`src/rtl/pio_pkg.sv`:
```
// Shared definitions for the PIO APB front end: core action codes,
// register offsets and the bridge FSM state encoding.
package pio_pkg;

    localparam int unsigned ACTION_W = 6;
    localparam int unsigned DATA_W   = 32;
    localparam int unsigned NUM_SM   = 4;

    // Action codes understood by the PIO core
    localparam logic [ACTION_W-1:0] ACT_NONE           = 6'd0;
    localparam logic [ACTION_W-1:0] ACT_INSTR          = 6'd1;
    localparam logic [ACTION_W-1:0] ACT_PEND           = 6'd2;
    localparam logic [ACTION_W-1:0] ACT_PULL           = 6'd3;
    localparam logic [ACTION_W-1:0] ACT_PUSH           = 6'd4;
    localparam logic [ACTION_W-1:0] ACT_GRPS           = 6'd5;
    localparam logic [ACTION_W-1:0] ACT_EN             = 6'd6;
    localparam logic [ACTION_W-1:0] ACT_DIV            = 6'd7;
    localparam logic [ACTION_W-1:0] ACT_IMM            = 6'd9;
    localparam logic [ACTION_W-1:0] ACT_SHIFT          = 6'd10;
    localparam logic [ACTION_W-1:0] ACT_RD_IRQ         = 6'd11;
    localparam logic [ACTION_W-1:0] ACT_RD_INTR        = 6'd12;
    localparam logic [ACTION_W-1:0] ACT_RD_IRQ0_INTE   = 6'd13;
    localparam logic [ACTION_W-1:0] ACT_RD_IRQ0_INTF   = 6'd14;
    localparam logic [ACTION_W-1:0] ACT_RD_IRQ0_INTS   = 6'd15;
    localparam logic [ACTION_W-1:0] ACT_RD_IRQ1_INTE   = 6'd16;
    localparam logic [ACTION_W-1:0] ACT_RD_IRQ1_INTF   = 6'd17;
    localparam logic [ACTION_W-1:0] ACT_RD_IRQ1_INTS   = 6'd18;
    localparam logic [ACTION_W-1:0] ACT_WR_IRQ         = 6'd19;
    localparam logic [ACTION_W-1:0] ACT_WR_IRQ_FORCE   = 6'd20;
    localparam logic [ACTION_W-1:0] ACT_WR_IRQ0_INTE   = 6'd21;
    localparam logic [ACTION_W-1:0] ACT_WR_IRQ0_INTF   = 6'd22;
    localparam logic [ACTION_W-1:0] ACT_WR_IRQ1_INTE   = 6'd23;
    localparam logic [ACTION_W-1:0] ACT_WR_IRQ1_INTF   = 6'd24;
    localparam logic [ACTION_W-1:0] ACT_IN_SYNC_BYPASS = 6'd25;

    // Register byte offsets
    localparam int unsigned REG_CTRL       = 32'h000;
    localparam int unsigned REG_VERSION    = 32'h004;
    localparam int unsigned REG_IRQ        = 32'h008;
    localparam int unsigned REG_IRQ_FORCE  = 32'h00C;
    localparam int unsigned REG_INTR       = 32'h010;
    localparam int unsigned REG_IRQ0_INTE  = 32'h014;
    localparam int unsigned REG_IRQ0_INTF  = 32'h018;
    localparam int unsigned REG_IRQ0_INTS  = 32'h01C;
    localparam int unsigned REG_IRQ1_INTE  = 32'h020;
    localparam int unsigned REG_IRQ1_INTF  = 32'h024;
    localparam int unsigned REG_IRQ1_INTS  = 32'h028;
    localparam int unsigned REG_IN_SYNC    = 32'h02C;
    localparam int unsigned REG_FSTAT      = 32'h030;
    localparam int unsigned REG_TXF_BASE   = 32'h040;
    localparam int unsigned REG_RXF_BASE   = 32'h050;
    localparam int unsigned REG_IMM_BASE   = 32'h060;
    localparam int unsigned REG_SM_BASE    = 32'h080;
    localparam int unsigned REG_INSTR_BASE = 32'h100;

    typedef enum logic [1:0] {
        ST_IDLE,
        ST_ISSUE,
        ST_CAPTURE,
        ST_RESP
    } state_t;

endpackage

```
`src/rtl/pio_apb_decode.sv`:
```
// Address/direction decoder: maps an APB access onto a core action,
// target state machine and instruction slot, and flags illegal accesses.
module pio_apb_decode
    import pio_pkg::*;
#(
    parameter int unsigned NUM_MACHINES = 4,
    parameter int unsigned ADDR_W       = 12
) (
    input  logic [ADDR_W-1:0]   paddr,
    input  logic                pwrite,
    input  logic [NUM_SM-1:0]   tx_full,
    input  logic [NUM_SM-1:0]   rx_empty,
    output logic [ACTION_W-1:0] action,
    output logic [1:0]          mindex,
    output logic [4:0]          index,
    output logic                is_local,
    output logic                err
);

    logic [ADDR_W-1:0]   off;
    logic [1:0]          sm_n;
    logic [ACTION_W-1:0] rd_act;
    logic [ACTION_W-1:0] wr_act;
    logic                rd_ok;
    logic                wr_ok;
    logic                fifo_block;
    logic                unused_lsbs;

    assign off         = {paddr[ADDR_W-1:2], 2'b00};
    assign unused_lsbs = ^paddr[1:0];

    // Region decode: which action each direction maps to and whether it is legal
    always_comb begin
        rd_act     = ACT_NONE;
        wr_act     = ACT_NONE;
        rd_ok      = 1'b0;
        wr_ok      = 1'b0;
        fifo_block = 1'b0;
        sm_n       = off[3:2];
        mindex     = '0;
        index      = '0;
        is_local   = 1'b0;

        if ((off >> 4) == ADDR_W'(REG_TXF_BASE >> 4)) begin
            mindex     = sm_n;
            wr_act     = ACT_PUSH;
            wr_ok      = (32'(sm_n) < NUM_MACHINES);
            fifo_block = pwrite & tx_full[sm_n];
        end else if ((off >> 4) == ADDR_W'(REG_RXF_BASE >> 4)) begin
            mindex     = sm_n;
            rd_act     = ACT_PULL;
            rd_ok      = (32'(sm_n) < NUM_MACHINES);
            fifo_block = ~pwrite & rx_empty[sm_n];
        end else if ((off >> 4) == ADDR_W'(REG_IMM_BASE >> 4)) begin
            mindex = sm_n;
            wr_act = ACT_IMM;
            wr_ok  = (32'(sm_n) < NUM_MACHINES);
        end else if ((off >> 6) == ADDR_W'(REG_SM_BASE >> 6)) begin
            sm_n   = off[5:4];
            mindex = sm_n;
            wr_ok  = (32'(sm_n) < NUM_MACHINES);
            case (off[3:2])
                2'd0:    wr_act = ACT_PEND;
                2'd1:    wr_act = ACT_GRPS;
                2'd2:    wr_act = ACT_DIV;
                default: wr_act = ACT_SHIFT;
            endcase
        end else if ((off >> 7) == ADDR_W'(REG_INSTR_BASE >> 7)) begin
            index  = off[6:2];
            wr_act = ACT_INSTR;
            wr_ok  = 1'b1;
        end else begin
            case (off)
                ADDR_W'(REG_CTRL):      begin wr_act = ACT_EN; wr_ok = 1'b1; end
                ADDR_W'(REG_VERSION):   begin rd_act = ACT_NONE; rd_ok = 1'b1; end
                ADDR_W'(REG_IRQ):       begin rd_act = ACT_RD_IRQ; rd_ok = 1'b1;
                                              wr_act = ACT_WR_IRQ; wr_ok = 1'b1; end
                ADDR_W'(REG_IRQ_FORCE): begin wr_act = ACT_WR_IRQ_FORCE; wr_ok = 1'b1; end
                ADDR_W'(REG_INTR):      begin rd_act = ACT_RD_INTR; rd_ok = 1'b1; end
                ADDR_W'(REG_IRQ0_INTE): begin rd_act = ACT_RD_IRQ0_INTE; rd_ok = 1'b1;
                                              wr_act = ACT_WR_IRQ0_INTE; wr_ok = 1'b1; end
                ADDR_W'(REG_IRQ0_INTF): begin rd_act = ACT_RD_IRQ0_INTF; rd_ok = 1'b1;
                                              wr_act = ACT_WR_IRQ0_INTF; wr_ok = 1'b1; end
                ADDR_W'(REG_IRQ0_INTS): begin rd_act = ACT_RD_IRQ0_INTS; rd_ok = 1'b1; end
                ADDR_W'(REG_IRQ1_INTE): begin rd_act = ACT_RD_IRQ1_INTE; rd_ok = 1'b1;
                                              wr_act = ACT_WR_IRQ1_INTE; wr_ok = 1'b1; end
                ADDR_W'(REG_IRQ1_INTF): begin rd_act = ACT_RD_IRQ1_INTF; rd_ok = 1'b1;
                                              wr_act = ACT_WR_IRQ1_INTF; wr_ok = 1'b1; end
                ADDR_W'(REG_IRQ1_INTS): begin rd_act = ACT_RD_IRQ1_INTS; rd_ok = 1'b1; end
                ADDR_W'(REG_IN_SYNC):   begin wr_act = ACT_IN_SYNC_BYPASS; wr_ok = 1'b1; end
                ADDR_W'(REG_FSTAT):     begin rd_ok = 1'b1; is_local = ~pwrite; end
                default: ;
            endcase
        end
    end

    // An illegal or blocked access never reaches the core
    assign err    = (pwrite ? ~wr_ok : ~rd_ok) | fifo_block;
    assign action = err ? ACT_NONE : (pwrite ? wr_act : rd_act);

endmodule

```
`src/rtl/pio_apb_bridge.sv`:
```
// APB3 slave that turns register accesses into one-cycle PIO core
// action strobes and returns the core's registered read data.
module pio_apb_bridge
    import pio_pkg::*;
#(
    parameter int unsigned NUM_MACHINES = 4,
    parameter int unsigned ADDR_W       = 12
) (
    input  logic                clk,
    input  logic                reset,
    input  logic                psel,
    input  logic                penable,
    input  logic                pwrite,
    input  logic [ADDR_W-1:0]   paddr,
    input  logic [DATA_W-1:0]   pwdata,
    output logic [DATA_W-1:0]   prdata,
    output logic                pready,
    output logic                pslverr,
    output logic [ACTION_W-1:0] action,
    output logic [1:0]          mindex,
    output logic [4:0]          index,
    output logic [DATA_W-1:0]   din,
    input  logic [DATA_W-1:0]   dout,
    input  logic [NUM_SM-1:0]   tx_full,
    input  logic [NUM_SM-1:0]   rx_empty
);

    state_t              state, state_next;
    logic [ACTION_W-1:0] action_next;
    logic [1:0]          mindex_next;
    logic [4:0]          index_next;
    logic [DATA_W-1:0]   din_next;
    logic [DATA_W-1:0]   prdata_next;
    logic                pready_next;
    logic                pslverr_next;
    logic                err_q, err_next;
    logic                rd_q, rd_next;
    logic                local_q, local_next;

    logic [ACTION_W-1:0] dec_action;
    logic [1:0]          dec_mindex;
    logic [4:0]          dec_index;
    logic                dec_local;
    logic                dec_err;
    logic [DATA_W-1:0]   fstat;

    assign fstat = {20'b0, tx_full, 4'b0, rx_empty};

    pio_apb_decode #(
        .NUM_MACHINES (NUM_MACHINES),
        .ADDR_W       (ADDR_W)
    ) u_decode (
        .paddr    (paddr),
        .pwrite   (pwrite),
        .tx_full  (tx_full),
        .rx_empty (rx_empty),
        .action   (dec_action),
        .mindex   (dec_mindex),
        .index    (dec_index),
        .is_local (dec_local),
        .err      (dec_err)
    );

    // Next-state and next-output logic for the transfer sequencer
    always_comb begin
        state_next   = state;
        action_next  = ACT_NONE;
        mindex_next  = mindex;
        index_next   = index;
        din_next     = din;
        prdata_next  = prdata;
        pready_next  = 1'b0;
        pslverr_next = 1'b0;
        err_next     = err_q;
        rd_next      = rd_q;
        local_next   = local_q;

        unique case (state)
            ST_IDLE: begin
                if (psel && !penable) begin
                    action_next = dec_action;
                    mindex_next = dec_mindex;
                    index_next  = dec_index;
                    din_next    = pwdata;
                    err_next    = dec_err;
                    rd_next     = ~pwrite;
                    local_next  = dec_local;
                    state_next  = ST_ISSUE;
                end
            end
            ST_ISSUE: begin
                if (rd_q) begin
                    state_next = ST_CAPTURE;
                end else begin
                    prdata_next  = '0;
                    pready_next  = 1'b1;
                    pslverr_next = err_q;
                    state_next   = ST_RESP;
                end
            end
            ST_CAPTURE: begin
                if (err_q) begin
                    prdata_next = '0;
                end else if (local_q) begin
                    prdata_next = fstat;
                end else begin
                    prdata_next = dout;
                end
                pready_next  = 1'b1;
                pslverr_next = err_q;
                state_next   = ST_RESP;
            end
            ST_RESP: begin
                state_next = ST_IDLE;
            end
            default: begin
                state_next = ST_IDLE;
            end
        endcase
    end

    // State and registered outputs; reset abandons any in-flight transfer
    always_ff @(posedge clk) begin
        if (reset) begin
            state   <= ST_IDLE;
            action  <= ACT_NONE;
            mindex  <= '0;
            index   <= '0;
            din     <= '0;
            prdata  <= '0;
            pready  <= 1'b0;
            pslverr <= 1'b0;
            err_q   <= 1'b0;
            rd_q    <= 1'b0;
            local_q <= 1'b0;
        end else begin
            state   <= state_next;
            action  <= action_next;
            mindex  <= mindex_next;
            index   <= index_next;
            din     <= din_next;
            prdata  <= prdata_next;
            pready  <= pready_next;
            pslverr <= pslverr_next;
            err_q   <= err_next;
            rd_q    <= rd_next;
            local_q <= local_next;
        end
    end

endmodule

```
`config.mk`:
```
export PLATFORM = sky130hd
export DESIGN_NAME = pio_apb_bridge
export DESIGN_NICKNAME = d
export VERILOG_FILES = /design/src/rtl/pio_pkg.sv /design/src/rtl/pio_apb_decode.sv /design/src/rtl/pio_apb_bridge.sv
export SDC_FILE = /design/constraint.sdc
export NUM_CORES = 1
export LEC_CHECK = 0
export ABC_AREA = 1
export ABC_CLOCK_PERIOD_IN_PS = 2500
export CORE_UTILIZATION = 30
export DETAILED_ROUTE_END_ITERATION = 6
export PLACE_DENSITY = 0.54
export SETUP_SLACK_MARGIN = 0.2
export SYNTH_ARGS = -nofsm -noshare
export SYNTH_HDL_FRONTEND = slang
export SYNTH_HIERARCHICAL = 1
export SYNTH_SLANG_ARGS = --single-unit
export TNS_END_PERCENT = 50
```
`constraint.sdc`:
```
create_clock -name clk -period 2.5 [get_ports clk]
set_clock_uncertainty 0.1 [all_clocks]
set_input_delay 0.5 -clock clk [delete_from_list [all_inputs] [get_ports clk]]
set_output_delay 0.5 -clock clk [all_outputs]
set_load 0.005 [all_outputs]
```
==> results of run 1 <==
kinds of logic after synthesis:
logic type,after synthesis
AOI/OAI and AO/OA,144
adders and majority gates,11
DFF,84
and+or+nand+nor,245
other,1
buffers and inverters,143
through the flow:
stage                     hold WS (ns)  power, mW  utilization  setup slack (ns)  setup TNS, ns
after floorplan                  0.340       2.90            -             0.604              0
after global placement           0.331       3.40        0.440           -0.0993         -0.405
after detailed placement         0.336       3.41        0.440            -0.108         -0.441
after CTS                        0.344       4.78        0.459             0.246              0
after global routing             0.356       5.02        0.461             0.181              0
final                            0.342       4.71        0.461             0.365              0
flip-flops by register name, summed over array words and instances, names as in the netlist:
| register | flops |
|---|---|
| din | 32 |
| prdata | 32 |
| action | 6 |
| index | 5 |
| mindex | 2 |
| state | 2 |
| err_q | 1 |
| local_q | 1 |
| pready | 1 |
| pslverr | 1 |
| rd_q | 1 |
what timing repair did:
| item | in CTS | in global routing |
|---|---|---|
| resized for setup | 0 | 9 |
| setup endpoints to repair | 0 | 7 |
| setup buffers | 0 | 0 |
| hold buffers | 0 | 0 |
worst max-delay path: stages:
cell,delay [ns]
sky130_fd_sc_hd__clkdlybuf4s50_1,0.47
sky130_fd_sc_hd__inv_1,0.08
sky130_fd_sc_hd__ha_1,0.23
sky130_fd_sc_hd__nand2_2,0.11
sky130_fd_sc_hd__inv_1,0.06
sky130_fd_sc_hd__nand2_1,0.11
sky130_fd_sc_hd__nand2_1,0.06
sky130_fd_sc_hd__nor2_1,0.14
sky130_fd_sc_hd__nand2_1,0.08
sky130_fd_sc_hd__nand2_1,0.09
sky130_fd_sc_hd__nand2_1,0.06
sky130_fd_sc_hd__a21oi_1,0.11
sky130_fd_sc_hd__nor2_1,0.06
sky130_fd_sc_hd__inv_1,0.06
sky130_fd_sc_hd__nor2_1,0.04
report_power, final:
group	internal, mW	switching (mW)	total, mW
registers	1.54	0.116	1.65
clock network	0.830	0.499	1.33
logic	0.749	0.980	1.73
layout by cell type, fill, tap and decap left out, types with 2 or more instances in the layout:
| master | instances |
|---|---|
| sky130_fd_sc_hd__nand2_4 | 5 |
| sky130_fd_sc_hd__a21oi_2 | 33 |
| sky130_fd_sc_hd__dfxtp_1 | 84 |
| sky130_fd_sc_hd__nor2_4 | 5 |
| sky130_fd_sc_hd__inv_2 | 9 |
| sky130_fd_sc_hd__nand3_2 | 32 |
| sky130_fd_sc_hd__nor3_1 | 2 |
| sky130_fd_sc_hd__nand2_2 | 7 |
| sky130_fd_sc_hd__o21ai_1 | 3 |
| sky130_fd_sc_hd__o22ai_1 | 3 |
| sky130_fd_sc_hd__clkbuf_16 | 9 |
| sky130_fd_sc_hd__nor2_1 | 57 |
| sky130_fd_sc_hd__o21ai_0 | 50 |
| sky130_fd_sc_hd__clkdlybuf4s50_1 | 163 |
| sky130_fd_sc_hd__nand3b_1 | 2 |
| sky130_fd_sc_hd__clkbuf_1 | 4 |
| sky130_fd_sc_hd__nand2_1 | 62 |
| sky130_fd_sc_hd__a21oi_1 | 50 |
| sky130_fd_sc_hd__nand4_1 | 6 |
| sky130_fd_sc_hd__clkbuf_8 | 2 |
| sky130_fd_sc_hd__nor2_2 | 9 |
| sky130_fd_sc_hd__ha_1 | 9 |
| sky130_fd_sc_hd__nand3_1 | 50 |
| sky130_fd_sc_hd__buf_4 | 45 |
| sky130_fd_sc_hd__ha_2 | 2 |
| sky130_fd_sc_hd__inv_1 | 98 |
| sky130_fd_sc_hd__nand3_4 | 3 |
path summary, 6_finish.rpt:
check                              start   endpoint  slack, ns
worst max-delay path            paddr[3]  action[2]       0.36
worst min-delay path             din[22]    din[22]       0.34
worst max register to register  state[0]  prdata[3]       0.70
worst min register to register   din[22]    din[22]       0.34
per-layer routing:
layer  share of wire  global-route usage  vias to the layer above
li1                -                   -                     2389
met3           0.054              0.0526                       19
met1            0.46               0.212                     2104
met2            0.47               0.298                      109
met4           0.017              0.0505                        0
met5               0                   0                        -
area by class of cell:
type	instances	area (µm²)	share of cell area
repair buffers	211	2010	0.283
well taps	211	264	0.0372
flip-flops and latches	84	1680	0.237
inverters	109	410	0.0579
multi-input cells	401	2430	0.343
clock buffers	15	268	0.0378
clock inverters	1	30.0	0.00423
Yosys cell counts, types with 5 or more instances:
cell and n:
sky130_fd_sc_hd__ha_1 11, sky130_fd_sc_hd__clkbuf_1 5, sky130_fd_sc_hd__buf_2 12, sky130_fd_sc_hd__inv_1 98, sky130_fd_sc_hd__nand3_1 52, sky130_fd_sc_hd__nand3_2 30
sky130_fd_sc_hd__nand2_1 63, sky130_fd_sc_hd__nand2_2 6, sky130_fd_sc_hd__a21oi_1 50, sky130_fd_sc_hd__a21oi_2 33, sky130_fd_sc_hd__nor2_2 9, sky130_fd_sc_hd__buf_4 5
sky130_fd_sc_hd__dfxtp_1 84, sky130_fd_sc_hd__nand2_4 5, sky130_fd_sc_hd__nor2_1 58, sky130_fd_sc_hd__inv_2 9, sky130_fd_sc_hd__nand4_1 6, sky130_fd_sc_hd__o21ai_0 50
sky130_fd_sc_hd__buf_12 6
==> flow_summary.ini, run 1 <==
[status]
run_status = finished clean

[flow_run]
max_cap_violations = 0

[detailed_routing]
route.vias.total = 4621
detailedRoute.firstPassIterationCount = 4
routed_wire_length_per_instance_um = 13.4
drt-initial-drc-count = 214
route.final.wire_length_um = 13900
route.detailed.vias_per_inst = 4.48
remaining_drc_errors = 0
ant_nets = 0

[yosys]
netlist-cell-type-count = 40
post_synth_fa_ha_maj_area_fraction = 0.0288
mappedNetlistNets = 728
syn_area_per_cell_um2 = 7.62
mappedNetlistArea_um2 = 4790
complex_gate_fraction_of_the_synthesized_area = 0.181
synth-seq-cells = 84
main_combinational_cell_family_by_area_after_synthesis = simple AND/OR/NAND/NOR gates
synth.yosys.seq_area_share = 0.351
synth_largest_type_area_fraction = 0.351
synth.top_cells.by_area = sky130_fd_sc_hd__dfxtp_1 35%, sky130_fd_sc_hd__inv_1 7.7%, sky130_fd_sc_hd__nand3_2 6.3%, sky130_fd_sc_hd__a21oi_2 6.0%, sky130_fd_sc_hd__nand3_1 5.4%
muxShareOfSynthArea = 0
synth_xor_area_frac = 0
ys_async_sr_fraction = 0
postSynthCellCount = 628
synthesis.yosys.warnings = 6
synth_top_area_cell = sky130_fd_sc_hd__dfxtp_1
commonest_register_cell_after_synthesis = sky130_fd_sc_hd__dfxtp_1
number_of_synthesized_flops_with_an_enable_pin = 0
synth-simple-area-share = 0.290

[setup_path]
critical_path_peak_fanout = 4
end_kind = register
timing.critical_path.from_type = input port
crit_required_ns = 2.61
r2r_cell_count = 6
cp_data_arrival_time_ns = 2.25
criticalPathCategory = input port to register

[cts]
clock_latency_ns = 0.33
cts_tree = built
clock_tree.root_cell = sky130_fd_sc_hd__clkbuf_16
h-tree-depth = 3
maximum_number_of_buffers_from_clock_root_to_sink = 2
cts_inserted_buffers = 9
clkSinkCount = 84
path_clk_slew_ns = 0.06

[die]
std_cell_rows = 45
core-area_um2 = 15400
die_h_um = 128
initial_core_util = 0.311
horiz_die_dim_um = 128
top_level_pins = 168
die-area_um2 = 16500

[timing]
unrepaired_setup_endpoints_after_global_routing = true
relSlewSlack = 0.563
report.final.hold_viol_count = 0
setup_violations_final = 0
worst-slew-pin-transition_ns = 0.656
fmaxAchievable_mhz = 468
final-max-slew-violation-count = 0
final.period_utilization = 0.854
final_period_minus_worst_setup_slack_ns = 2.14

[placement]
io_buffers = 165
postPlaceCellArea_um2 = 6760
place.detailed.instances = 1016
place_hpwl_um = 10300
gp_congestion = 0.895

[cells_and_area]
nFillCells = 1553
area_growth_syn_to_layout_pct = 48.2
antennaDiodeCount = 0
post_route_cells_drive_above_1_share = 0.210
stdcell_count = 1032
final_design_area_no_fill_um2 = 7090
num-nets-final = 916

[pwr]
ir_drop_mv = 0.495
static-leakage-power_nw = 2.81
total_power_per_unit_cell_area_nw_per_um2 = 664

[min_path]
worstHoldPathCells = 2
min-delay-path-class = register to register

[grt]
first_global_vias = 4689
track_usage = 0.175
number_of_antenna_violations_at_the_first_check_in_global_routing = 0
grt_start_max_net_pins = 51
grt_first_pass_wirelength_um = 22900
grt_overflow = 0
No activity file was read; power rests on OpenSTA's default activity.
==> run 2, diff against run 1 <==
--- a/config.mk
+++ b/config.mk
@@ -10,6 +10,7 @@
 export CORE_UTILIZATION = 30
 export DETAILED_ROUTE_END_ITERATION = 6
 export PLACE_DENSITY = 0.54
+export RECOVER_POWER = 50
 export SETUP_SLACK_MARGIN = 0.2
 export SYNTH_ARGS = -nofsm -noshare
 export SYNTH_HDL_FRONTEND = slang
==> flow_summary.ini, run 2 (same netlist as run 1, synthesis figures left out) <==
[die]
std_cell_rows = 45
core-area_um2 = 15400
die_h_um = 128
top_level_pins = 168
initial_core_util = 0.311
die-area_um2 = 16500
horiz_die_dim_um = 128

[cells_and_area]
area_growth_syn_to_layout_pct = 47.7
post_route_cells_drive_above_1_share = 0.207
reg_top3 = din: 32 flops, prdata: 32 flops, action: 6 flops
layout.cells.most_common_list = 108 x sky130_fd_sc_hd__clkdlybuf4s50_1, 99 x sky130_fd_sc_hd__inv_1, 84 x sky130_fd_sc_hd__dfxtp_1
most_common_library_cell_in_the_layout_ignoring_fill_and_taps = sky130_fd_sc_hd__clkdlybuf4s50_1
final-seq-area_um2 = 1680
antennaDiodeCount = 0
stdcell_count = 1032
finalCoreUtilization = 0.460
num-nets-final = 916
multi_input_area_um2 = 2430
nFillCells = 1555

[timing]
worst-slew-pin-transition_ns = 0.701
setup_violations_final = 0
fmaxAchievable_mhz = 468
final_period_minus_worst_setup_slack_ns = 2.13
final-max-slew-violation-count = 0
report.final.hold_viol_count = 0
relSlewSlack = 0.533
unrepaired_setup_endpoints_after_global_routing = true
final.period_utilization = 0.854

[detailed_routing]
route.final.wire_length_um = 13900
detailedRoute.firstPassIterationCount = 4
route.vias.total = 4633
route.detailed.vias_per_inst = 4.49
drt-initial-drc-count = 189
remaining_drc_errors = 0
routed_wire_length_per_instance_um = 13.4
ant_nets = 0

[cts]
maximum_number_of_buffers_from_clock_root_to_sink = 2
clkSinkCount = 84
hold_buffers = 0
cts_inserted_buffers = 9
path_clk_slew_ns = 0.06
cts_tree = built
clock_tree.root_cell = sky130_fd_sc_hd__clkbuf_16
h-tree-depth = 3
clock_latency_ns = 0.33

[setup_path]
criticalPathCategory = input port to register
critical_path_peak_fanout = 4
cp_data_arrival_time_ns = 2.25
crit_required_ns = 2.61
timing.critical_path.from_type = input port
end_kind = register

[pwr]
static-leakage-power_nw = 2.97
ir_drop_mv = 0.460
total_power_per_unit_cell_area_nw_per_um2 = 657

[placement]
io_buffers = 165
place.detailed.instances = 1016
gp_congestion = 0.895
place_hpwl_um = 10300

[grt]
track_usage = 0.175
number_of_antenna_violations_at_the_first_check_in_global_routing = 0
grt_first_pass_wirelength_um = 22900
first_global_vias = 4689
grt_overflow = 0
grt_start_max_net_pins = 51

[status]
run_status = finished clean

[min_path]
min-delay-path-class = register to register

[flow_run]
max_cap_violations = 0
## run 2: changes by cell type in the layout (fill, tap and decap cells not counted), sizes merged
cell / delta
clkdlybuf4s50: -55
dlygate4sd3: +55
buf: -3
clkbuf: +3
## run 2: final timing paths
check	end	from	cells past startpoint	slack (ns)
worst max-delay path	action[2]	paddr[3]	15	0.37
worst min-delay path	din[22]	din[22]	2	0.34
worst max register to register	mindex[0]	state[1]	6	0.44
worst min register to register	din[22]	din[22]	2	0.34
## run 2: cell type report
type / instances / share of cell area
Multi-Input combinational cell: 401 / 0.343
Timing Repair Buffer: 211 / 0.281
Sequential cell: 84 / 0.238
Inverter: 109 / 0.0581
Clock buffer: 15 / 0.0379
Tap cell: 211 / 0.0373
Clock inverter: 1 / 0.00425
## run 2: critical path, cell delays in order
cell and delay (ns):
sky130_fd_sc_hd__clkdlybuf4s50_1 0.47, sky130_fd_sc_hd__inv_1 0.08, sky130_fd_sc_hd__ha_1 0.23, sky130_fd_sc_hd__nand2_2 0.11
sky130_fd_sc_hd__inv_1 0.06, sky130_fd_sc_hd__nand2_1 0.11, sky130_fd_sc_hd__nand2_1 0.06, sky130_fd_sc_hd__nor2_1 0.14
sky130_fd_sc_hd__nand2_1 0.08, sky130_fd_sc_hd__nand2_1 0.09, sky130_fd_sc_hd__nand2_1 0.06, sky130_fd_sc_hd__a21oi_1 0.11
sky130_fd_sc_hd__nor2_1 0.06, sky130_fd_sc_hd__inv_1 0.05, sky130_fd_sc_hd__nor2_1 0.04
## run 2: stage by stage
| stage | hold slack [ns] | power (mW) | setup WS, ns | cell area (µm²) | TNS (ns) |
|---|---|---|---|---|---|
| CTS | 0.344 | 4.78 | 0.246 | 7060 | 0 |
| detailed placement | 0.336 | 3.41 | -0.108 | 6760 | -0.441 |
| global placement | 0.331 | 3.40 | -0.0993 | 6760 | -0.405 |
| global route | 0.353 | 4.95 | 0.162 | 7070 | 0 |
| finish | 0.339 | 4.64 | 0.365 | 7070 | 0 |
| floorplan | 0.340 | 2.90 | 0.604 | 4790 | 0 |
## run 2: repair_timing
action,in CTS,in global routing
buffers inserted,0,0
resized for setup,0,9
hold endpoints to repair,0,0
endpoints found under the setup margin,0,7
## run 2: power by group
part           total, mW  switching, mW  internal [mW]
logic               1.66          0.977          0.687
registers           1.65          0.110           1.54
clock network       1.33          0.499          0.830
total               4.64           1.59           3.06
## run 2: per-layer routing
layer / vias up / GRT usage / routed length (µm)
met2: 111 / 0.298 / 6540
met1: 2113 / 0.212 / 6320
met3: 19 / 0.0526 / 756
li1: 2390 / - / -
met5: - / 0 / 0
met4: 0 / 0.0505 / 240
==> run 3, diff against run 2 <==
--- a/config.mk
+++ b/config.mk
@@ -9,6 +9,7 @@
 export ABC_CLOCK_PERIOD_IN_PS = 2500
 export CORE_UTILIZATION = 30
 export DETAILED_ROUTE_END_ITERATION = 6
+export GPL_TIMING_DRIVEN = 1
 export PLACE_DENSITY = 0.54
 export RECOVER_POWER = 50
 export SETUP_SLACK_MARGIN = 0.2
==> results of run 3 <==
Final layout, timing and power as in run 2 (identical DEF).
